### src/rtl/vt_image_streamer.sv
`default_nettype none
// ----------------------------------------------------------------------------
// vt_image_streamer : Wishbone-loaded word FIFO serialised into a pixel stream
// Rev 1.0
// ----------------------------------------------------------------------------
module vt_image_streamer #(
    parameter int          DATA_WIDTH       = 8,
    parameter int          FIFO_DEPTH       = 16,
    parameter int          PIXELS_PER_FRAME = 786432,
    parameter logic [31:0] BASE_ADDR        = 32'h3000_0000
) (
    input  logic                  wb_clk_i,
    input  logic                  wb_rst_i,
    input  logic                  wbs_stb_i,
    input  logic                  wbs_cyc_i,
    input  logic                  wbs_we_i,
    input  logic [3:0]            wbs_sel_i,
    input  logic [31:0]           wbs_dat_i,
    input  logic [31:0]           wbs_adr_i,
    output logic                  wbs_ack_o,
    output logic [31:0]           wbs_dat_o,
    output logic [DATA_WIDTH-1:0] o_image_data,
    output logic                  o_image_valid,
    input  logic                  i_stream_ready,
    output logic                  o_frame_done
);
    localparam int            AW         = $clog2(FIFO_DEPTH);
    localparam int            CW         = 20;
    localparam logic [CW-1:0] LAST_PIXEL = CW'(PIXELS_PER_FRAME - 1);
    localparam logic [AW:0]   FULL_LEVEL = (AW + 1)'(FIFO_DEPTH);

    typedef enum logic [1:0] {
        ST_IDLE   = 2'd0,
        ST_STREAM = 2'd1,
        ST_DONE   = 2'd2
    } state_t;

    state_t        state_q, state_d;
    logic [31:0]   mem_q [FIFO_DEPTH];
    logic [AW-1:0] wr_ptr_q, wr_ptr_d, rd_ptr_q, rd_ptr_d;
    logic [AW:0]   level_q, level_d;
    logic [31:0]   shreg_q, shreg_d;
    logic [1:0]    idx_q, idx_d;
    logic          loaded_q, loaded_d;
    logic [CW-1:0] count_q, count_d;
    logic          ovf_q, ovf_d, sel_err_q, sel_err_d;
    logic          ack_q;
    logic [31:0]   rdata_q, rdata_d;

    logic        hit, req, ctrl_wr, data_wr, start, flush, clr_err;
    logic        fifo_empty, fifo_full, xfer, frame_end, push, pop, sel_ok;
    logic [31:0] status;

    assign hit        = (wbs_adr_i[31:4] == BASE_ADDR[31:4]);
    assign req        = wbs_stb_i && wbs_cyc_i && hit && !ack_q;
    assign ctrl_wr    = req && wbs_we_i && (wbs_adr_i[3:0] == 4'h0);
    assign data_wr    = req && wbs_we_i && (wbs_adr_i[3:0] == 4'h4);
    assign start      = ctrl_wr && wbs_dat_i[0];
    assign flush      = ctrl_wr && wbs_dat_i[1];
    assign clr_err    = ctrl_wr && wbs_dat_i[2];
    assign sel_ok     = (wbs_sel_i == 4'hF);

    assign fifo_empty = (level_q == '0);
    assign fifo_full  = (level_q == FULL_LEVEL);
    assign xfer       = loaded_q && i_stream_ready;
    assign frame_end  = xfer && (count_q == LAST_PIXEL);

    // Refill on the final byte's transfer so back-to-back words stream gaplessly.
    assign pop  = (state_q == ST_STREAM) && !flush && !fifo_empty &&
                  (!loaded_q || (xfer && (idx_q == 2'd3) && !frame_end));
    // A pop in the same cycle frees the slot, so a push into a full FIFO is legal then.
    assign push = data_wr && sel_ok && (!fifo_full || pop);

    assign status = {22'd0, 5'(level_q), sel_err_q, ovf_q, fifo_full, fifo_empty,
                     state_q != ST_IDLE};

    assign wbs_ack_o     = ack_q;
    assign wbs_dat_o     = rdata_q;
    assign o_image_valid = loaded_q;
    assign o_image_data  = shreg_q[{idx_q, 3'b000} +: DATA_WIDTH];
    assign o_frame_done  = (state_q == ST_DONE);

    always_comb begin
        state_d   = state_q;
        wr_ptr_d  = wr_ptr_q;
        rd_ptr_d  = rd_ptr_q;
        level_d   = level_q;
        shreg_d   = shreg_q;
        idx_d     = idx_q;
        loaded_d  = loaded_q;
        count_d   = count_q;
        ovf_d     = ovf_q;
        sel_err_d = sel_err_q;
        rdata_d   = 32'd0;

        if (req && !wbs_we_i) begin
            case (wbs_adr_i[3:0])
                4'h8:    rdata_d = 32'(count_q);
                4'hC:    rdata_d = status;
                default: rdata_d = 32'd0;
            endcase
        end

        if (data_wr && !sel_ok) begin
            sel_err_d = 1'b1;
        end else if (data_wr && !push) begin
            ovf_d = 1'b1;
        end
        if (clr_err) begin
            ovf_d     = 1'b0;
            sel_err_d = 1'b0;
        end

        if (push) begin
            wr_ptr_d = wr_ptr_q + 1'b1;
        end
        if (pop) begin
            rd_ptr_d = rd_ptr_q + 1'b1;
        end
        case ({push, pop})
            2'b10:   level_d = level_q + 1'b1;
            2'b01:   level_d = level_q - 1'b1;
            default: level_d = level_q;
        endcase

        case (state_q)
            ST_IDLE: begin
                if (start) begin
                    state_d = ST_STREAM;
                end
            end
            ST_STREAM: begin
                if (xfer) begin
                    idx_d   = idx_q + 1'b1;
                    count_d = count_q + 1'b1;
                    if (frame_end) begin
                        state_d  = ST_DONE;
                        loaded_d = 1'b0;
                    end else if (idx_q == 2'd3) begin
                        loaded_d = 1'b0;
                    end
                end
                if (pop) begin
                    shreg_d  = mem_q[rd_ptr_q];
                    idx_d    = 2'd0;
                    loaded_d = 1'b1;
                end
            end
            ST_DONE: begin
                count_d = '0;
                state_d = ST_IDLE;
            end
            default: state_d = ST_IDLE;
        endcase

        if (flush) begin
            state_d  = ST_IDLE;
            wr_ptr_d = '0;
            rd_ptr_d = '0;
            level_d  = '0;
            loaded_d = 1'b0;
            idx_d    = 2'd0;
            count_d  = '0;
        end
    end

    always_ff @(posedge wb_clk_i or negedge wb_rst_i) begin
        if (!wb_rst_i) begin
            state_q <= ST_IDLE;
        end else begin
            state_q <= state_d;
        end
    end

    always_ff @(posedge wb_clk_i or negedge wb_rst_i) begin
        if (!wb_rst_i) begin
            wr_ptr_q  <= '0;
            rd_ptr_q  <= '0;
            level_q   <= '0;
            shreg_q   <= 32'd0;
            idx_q     <= 2'd0;
            loaded_q  <= 1'b0;
            count_q   <= '0;
            ovf_q     <= 1'b0;
            sel_err_q <= 1'b0;
            ack_q     <= 1'b0;
            rdata_q   <= 32'd0;
        end else begin
            wr_ptr_q  <= wr_ptr_d;
            rd_ptr_q  <= rd_ptr_d;
            level_q   <= level_d;
            shreg_q   <= shreg_d;
            idx_q     <= idx_d;
            loaded_q  <= loaded_d;
            count_q   <= count_d;
            ovf_q     <= ovf_d;
            sel_err_q <= sel_err_d;
            ack_q     <= req;
            rdata_q   <= rdata_d;
        end
    end

    always_ff @(posedge wb_clk_i) begin
        if (push) begin
            mem_q[wr_ptr_q] <= wbs_dat_i;
        end
    end

endmodule
`default_nettype wire

### config.mk
export PLATFORM = sky130hd
export DESIGN_NAME = vt_image_streamer
export DESIGN_NICKNAME = d
export VERILOG_FILES = /design/src/rtl/vt_image_streamer.sv
export SDC_FILE = /design/constraint.sdc
export NUM_CORES = 1
export LEC_CHECK = 0
export BUFFER_PORTS_ARGS = -buffer_cell sky130_fd_sc_hd__buf_2
export CAP_MARGIN = 20
export CORE_ASPECT_RATIO = 2
export CORE_MARGIN = 10
export CORE_UTILIZATION = 60
export DETAILED_ROUTE_END_ITERATION = 6
export HOLD_SLACK_MARGIN = 0.03
export PLACE_DENSITY = 0.81
export SYNTH_ARGS = -nofsm -noshare
export SYNTH_HDL_FRONTEND = slang
export SYNTH_SLANG_ARGS = --single-unit
### constraint.sdc
create_clock -name wb_clk_i -period 7 [get_ports wb_clk_i]
set_clock_uncertainty 0.15 [all_clocks]
set_input_delay 2.1 -clock wb_clk_i [delete_from_list [all_inputs] [get_ports wb_clk_i]]
set_output_delay 2.1 -clock wb_clk_i [all_outputs]
set_load 0.02 [all_outputs]
==> results of run 1 <==
## power by group through the flow
stage | combinational, mW | sequential [mW] | clock, mW
floorplan | 0.0154 | 3.99 | 0
global placement | 0.0750 | 3.98 | 0
detailed placement | 0.0807 | 3.98 | 0
CTS | 0.0805 | 3.91 | 2.94
global route | 0.0906 | 3.90 | 3.07
finish | 0.0810 | 3.91 | 2.89
## critical path: cells and delay by family
family | cells | cell delay [ps]
AND/OR/NAND/NOR | 6 | 2160
buffers and inverters | 2 | 560
## cells by family after synthesis
family / after synthesis
xor gates and xnor gates: 26
and+or+nand+nor: 169
AOI/OAI and AO/OA: 38
other: 1
adders and majority gates: 11
DFF: 605
muxes: 206
buffers and inverters: 73
## per-layer routing
metal / vias up / share of wire [%]
met5: - / 0.025
met4: 2 / 4.2
met3: 123 / 6.2
met2: 519 / 55
met1: 6134 / 35
li1: 4873 / -
## placed cells by master (no fill, tap or decap), drive strengths merged, types with 12 or more instances in the layout
cell type  count
mux4         168
nand2         21
clkbuf        61
xnor2         12
dfrtp         93
buf          129
conb          12
edfxtp       512
mux2          33
clkinv        18
nand4         12
and3          12
nor2          57
xor2          14
## area by class of cell
type                            instances  area, um^2  area share (%)
Sequential cell                       605       17700            66.1
Tap cell                              525         657            2.45
Clock inverter                         32         359            1.34
Clock buffer                           61        1360            5.06
Inverter                                9        33.8           0.126
Timing Repair Buffer                  129         792            2.96
Multi-Input combinational cell        462        5880            21.9
## sequential cells by signal, indices dropped and copies added, names as in the netlist
signal         count
state_q            2
count_q           20
rd_ptr_q           4
level_q            5
idx_q              2
wbs_ack_o          1
wr_ptr_q           4
mem_q            512
shreg_q           32
sel_err_q          1
o_image_valid      1
wbs_dat_o         20
ovf_q              1
## stage by stage
step / worst slack, ps / power (mW)
6_report: 2230 / 6.88
5_1_grt: 1910 / 7.06
4_1_cts: 2260 / 6.92
3_5_place_dp: 1690 / 4.06
3_3_place_gp: 1770 / 4.06
2_1_floorplan: -388 / 4.00
## how the worst max path moves through the flow
stage / start / to / slack (ps) / depth (start not counted)
6_report: wbs_adr_i[11] / mem_q[0][2] / 2230 / 8
5_1_grt: wbs_cyc_i / level_q[4] / 1910 / 14
4_1_cts: wbs_adr_i[11] / mem_q[0][7] / 2260 / 8
3_5_place_dp: wbs_adr_i[11] / mem_q[0][13] / 1690 / 8
3_3_place_gp: wbs_cyc_i / level_q[4] / 1770 / 14
2_1_floorplan: wbs_adr_i[12] / mem_q[0][0] / -390 / 6
==> out/metrics.csv, run 1 <==
stage,metric,value,unit
min_path,Hold Path Origin,shreg_q[1],
clock_tree,cts repair resizes,0,
layout,fill count,2397,
clock_tree,# hold bufs at CTS,0,
detailed_routing,routed via count,11700,
floorplanning,Starting Density,60.7,%
yosys,Post-Synth Adder-Cell Area,0.607,%
floorplanning,Top Ports,117,
sta,max-slew violations,0,
floorplanning,die width,161,um
placed_design,cell count after placement,1725,
grt,GRT Max-Usage Layer,met2,
power_and_ir_drop,PwrDens,257,nW/um^2
yosys,"EDFF count, synth",512,
clock_tree,CTS buffer count,50,
clock_tree,Root Buffer,clkbuf_16,
layout,post-layout util,67.9,%
worst_setup_path,reg2reg path depth,13,
detailed_routing,DRC,0,
sta,Tmin final,4770,ps
detailed_routing,DR vias/cell,6.39,
power_and_ir_drop,Clk pwr share,42.0,%
layout,Diodes inserted,0,
run,max_cap viols,0,
sta,Least-Margin Pin Slew,1170,ps
grt,antenna violations before repair,1,
clock_tree,Clock Tree Buf Depth,3,
placed_design,DP HPWL,31000,um
worst_setup_path,"Req. time, crit path",7080,ps
yosys,Post-synth top cells,"512 x edfxtp_1, 168 x mux4_2, 93 x dfrtp_1",
clock_tree,post-CTS setup buffer count,0,
sta,hold slack final,360,ps
clock_tree,H-tree Lvls,2,
yosys,Ys Warns,0,
layout,Final Cell Area,26800,um^2
yosys,Netlist cell types,55,
worst_setup_path,R2R Setup Slk,2870,ps
grt,vias in the first global route,12400,
layout,NumNets Final,1342,
floorplanning,Rows,103,
placed_design,placed cell areas,25000,um^2
worst_setup_path,FF-to-FF Start,idx_q[0],
worst_setup_path,"Slowest-stage cell, CP",nor3_2,
min_path,Worst Hold Endpoint,shreg_q[1],
grt,GRT overflow,0,
min_path,hold path depth,1,
power_and_ir_drop,VDD IR max,0.230,mV
detailed_routing,drt total wl,52700,um
grt,GRT Util Overall,22.1,%
yosys,mean post-synth cell area,21.2,um^2
sta,endpoints failing setup,0,
placed_design,RePlAce Congestion,0.949,
worst_setup_path,CP peak stage delay,490,ps
power_and_ir_drop,combinational share of power,1.2,%
yosys,ys flop type,edfxtp_1,
grt,met2 Track Usage GR,39.1,%
yosys,"Async S/R FF share, synth",15.4,%
clock_tree,worst skew pair latency,580,ps
detailed_routing,DRT Pass-1 Iters,5,
power_and_ir_drop,Sw Ratio,19.0,%
yosys,sequential fraction of the synthesis area,74.0,%
worst_setup_path,Worst EP arrival,4850,ps
yosys,top cell type's share of synthesized area,64.3,%
power_and_ir_drop,Switching Power,1.31,mW
yosys,Synth area leaders,"edfxtp_1 64%, mux4_2 16%, dfrtp_1 9.7%",
worst_setup_path,Critical R2R Capture,level_q[4],
yosys,largest family of logic cells by synthesized area,multiplexers,
grt,grt met1 use,26.1,%
min_path,worst min path class,flop to flop,
yosys,Synth Area in Compound Gates,1.16,%
worst_setup_path,nature of the critical path endpoint,flop,
yosys,cell area after synthesis,23900,um^2
sta,Setup Total Neg Slack,0,ps
yosys,#FFs+latches synth,605,
detailed_routing,drt wl/cell,28.9,um
grt,grt met3 use,3.51,%
sta,Final Hold Fails,0,
layout,fraction of layout cells with a size suffix above 1,34.0,%
yosys,Synth Area in XOR/XNOR,0.952,%
sta,Peak Freq,209,MHz
power_and_ir_drop,LEAKAGE,9.26,nW
grt,first-pass GRT wire length,80100,um
yosys,mux contribution to synthesized area,17.6,%
sta,RSZ-0062 raised after global routing,no,
worst_setup_path,crit-path cells,buf_2 > nor4_1 > nand4_1 > nor3_2 > and2_1 > nand2_1 > nor4b_2 > buf_4,
yosys,Synth Area in Simple Gates,3.88,%
run_status,status,completed,
yosys,Post-Syn Instances,1129,
detailed_routing,DRT iter0 DRCs,1187,
yosys,cell taking the most area after synthesis,edfxtp_1,
worst_setup_path,Crit Path Max Fanout,21,
floorplanning,Die Footprint,48700,um^2
clock_tree,total clock sinks,605,
worst_setup_path,Setup crit start kind,primary input,
sta,fin crit share,68.2,%
placed_design,port bufs,104,
sta,relative slew slack,22.3,%
yosys,most frequent cell after synthesis,edfxtp_1,
power_and_ir_drop,Seq pwr share,56.8,%
layout,area growth from synthesis to layout,12.0,%
floorplanning,Die H,302,um
grt,largest net degree at the start of global routing,69,
detailed_routing,Detail Route Antenna Nets,0,
floorplanning,core area,39400,um^2
layout,Finished Layout Cells,1823,
clock_tree,clk slew on worst S/H paths,70,ps
worst_setup_path,Crit Path Category,primary input to flop,
power_and_ir_drop,internal power,5.57,mW
clock_tree,TritonCTS clock tree,yes,
Power figures use the tool's default switching activity.
==> inputs of run 2 (changes only) <==
- clock period: 7 -> 4.9 ns (I/O delays scaled with it)
==> run 2 against run 1 <==
- power grew 38%
- utilization is 0.19 points higher
- sequential power rose by 43%
- flip-flop and latch count unchanged
- worst setup slack worse by 1300 ps
- worst hold slack lost 13 ps
- sequential share of layout area down 0.18 points
- clock power grew 30%
- final cell count rose by 0.49%
- cell area rose by 0.28%
- wire length about the same
- global-route usage down 0.083 points
==> out/metrics.csv, run 2 (synthesized netlist as in run 1, its figures left out) <==
stage,metric,value,unit,change
run_status,status,completed,,
grt,GRT Util Overall,22.0,%,-0.083 points
grt,met2 Track Usage GR,40.1,%,+0.99 points
layout,NumNets Final,1353,,+0.82%
sta,max-slew violations,0,,unchanged
clock_tree,worst skew pair latency,570,ps,about the same
sta,fin crit share,81.7,%,
placed_design,port bufs,104,,unchanged
worst_setup_path,crit-path cells,buf_2 > nor4_1 > and4_1 > nand4_1 > nor4b_1 > and2_2 > buf_4,,
grt,grt met1 use,24.9,%,-1.1 points
detailed_routing,DRT Pass-1 Iters,4,,-1
power_and_ir_drop,Switching Power,1.82,mW,+39%
clock_tree,CTS buffer count,48,,-4.0%
sta,Final Hold Fails,0,,unchanged
sta,Least-Margin Pin Slew,1120,ps,-47.3 ps
sta,Tmin final,4000,ps,
run,max_cap viols,0,,unchanged
worst_setup_path,cell family with most CP delay,simple AND/OR/NAND/NOR gates,,
floorplanning,Die H,302,um,unchanged
layout,fraction of layout cells with a size suffix above 1,33.7,%,-0.31 points
floorplanning,Rows,103,,unchanged
grt,largest net degree at the start of global routing,69,,unchanged
power_and_ir_drop,PwrDens,353,nW/um^2,+37%
sta,Setup Total Neg Slack,0,ps,unchanged
power_and_ir_drop,combinational share of power,1.3,%,about the same
worst_setup_path,Crit path buffers/inverters,2,,unchanged
power_and_ir_drop,Seq pwr share,58.9,%,+2.1 points
detailed_routing,DR vias/cell,6.41,,+0.37%
placed_design,DP HPWL,32100,um,+3.8%
layout,max FFs per register,512,,unchanged
sta,endpoints failing setup,0,,unchanged
clock_tree,total clock sinks,605,,unchanged
power_and_ir_drop,Clk pwr share,39.8,%,-2.2 points
floorplanning,core area,39400,um^2,unchanged
worst_setup_path,Crit Path Category,primary input to flop,,
worst_setup_path,Worst EP arrival,4080,ps,-770 ps
clock_tree,post-CTS setup buffer count,0,,unchanged
clock_tree,Clock Tree Buf Depth,3,,unchanged
detailed_routing,DRT iter0 DRCs,903,,-24%
detailed_routing,routed via count,11800,,+0.87%
clock_tree,# hold bufs at CTS,0,,unchanged
layout,register bank with the most flops,mem_q,,
sta,Peak Freq,250,MHz,
min_path,worst min path class,flop to flop,,
worst_setup_path,"Slowest-stage cell, CP",nor4b_1,,
grt,first-pass GRT wire length,80200,um,+0.15%
worst_setup_path,Crit Path Max Fanout,20,,-4.8%
clock_tree,cts repair resizes,0,,unchanged
worst_setup_path,nature of the critical path endpoint,flop,,
clock_tree,clk slew on worst S/H paths,70,ps,about the same
layout,fill count,2430,,+1.4%
detailed_routing,drt total wl,52700,um,about the same
grt,vias in the first global route,12500,,+0.39%
placed_design,Post-Place Worst Slack,367,ps,-1320 ps
power_and_ir_drop,LEAKAGE,9.28,nW,+0.21%
floorplanning,die width,161,um,unchanged
worst_setup_path,Setup crit start kind,primary input,,
detailed_routing,Detail Route Antenna Nets,0,,unchanged
sta,relative slew slack,25.4,%,+3.2 points
detailed_routing,drt wl/cell,28.8,um,-0.40%
floorplanning,Die Footprint,48700,um^2,unchanged
floorplanning,Top Ports,117,,unchanged
layout,biggest regs,"mem_q x512, shreg_q x32",,
grt,antenna violations before repair,2,,+1
power_and_ir_drop,internal power,7.65,mW,+37%
clock_tree,Root Buffer,clkbuf_16,,
grt,GRT overflow,0,,unchanged
layout,Diodes inserted,0,,unchanged
layout,"commonest non-fill, non-tap cells in the layout","512 x edfxtp_1, 168 x mux4_2, 103 x buf_2",,
floorplanning,Starting Density,60.7,%,unchanged
clock_tree,TritonCTS clock tree,yes,,
power_and_ir_drop,VDD IR max,0.401,mV,+74%
grt,GRT Max-Usage Layer,met2,,
layout,area growth from synthesis to layout,12.3,%,
detailed_routing,DRC,0,,unchanged
clock_tree,H-tree Lvls,2,,unchanged
grt,grt met3 use,3.47,%,-0.041 points
sta,RSZ-0062 raised after global routing,no,,
placed_design,RePlAce Congestion,0.905,,-4.7%
sta,setup ws final,897,ps,-1330 ps
worst_setup_path,CP peak stage delay,700,ps,+210 ps
worst_setup_path,"Req. time, crit path",4970,ps,-2110 ps
power_and_ir_drop,Sw Ratio,19.2,%,+0.20 points
layout,"leading cell type in the layout, fill and taps excluded",edfxtp_1,,
run 2: cell type report:
type,count,area (um^2),area share [%]
well taps,525,657,2.45
multi-input cells,462,5910,22.0
inverters,9,33.8,0.126
repair buffers,142,1020,3.80
clock inverters,30,229,0.852
clock buffers,59,1290,4.82
flip-flops and latches,605,17700,65.9
run 2: worst paths after layout:
check / end / depth (start not counted) / from / slack (ps)
worst min register to register: state_q[0] / 1 / state_q[1] / 350
worst min-delay path: state_q[0] / 1 / state_q[1] / 350
worst max register to register: mem_q[5][16] / 8 / idx_q[1] / 1350
min in group asynchronous: wbs_dat_o[19] / 1 / wb_rst_i / 870
max in group asynchronous: shreg_q[2] / 2 / wb_rst_i / 2880
worst max-delay path: mem_q[5][16] / 7 / wbs_adr_i[11] / 900
run 2: stage by stage:
stage	cell area, um^2	power, mW	cells	hold WS, ps	util [%]
3_3_place_gp	25300	5.80	1743	321	64.2
3_5_place_dp	25300	5.81	1743	332	64.2
6_report	26900	9.47	1832	346	68.1
4_1_cts	26900	9.52	1832	346	68.1
5_1_grt	26900	9.73	1832	380	68.1
2_1_floorplan	24000	5.72	1140	299	-
run 2: routing by layer:
layer / vias to the layer above / wire, um
met5: - / 27
met4: 4 / 2380
met3: 128 / 3430
met2: 554 / 29200
met1: 6177 / 17700
li1: 4889 / -
run 2: power groups by stage:
stage	clock (mW)	combinational, mW	sequential, mW
5_1_grt	4.02	0.132	5.58
3_5_place_dp	0	0.119	5.69
6_report	3.77	0.119	5.58
3_3_place_gp	0	0.112	5.69
4_1_cts	3.82	0.118	5.58
2_1_floorplan	0	0.0220	5.69
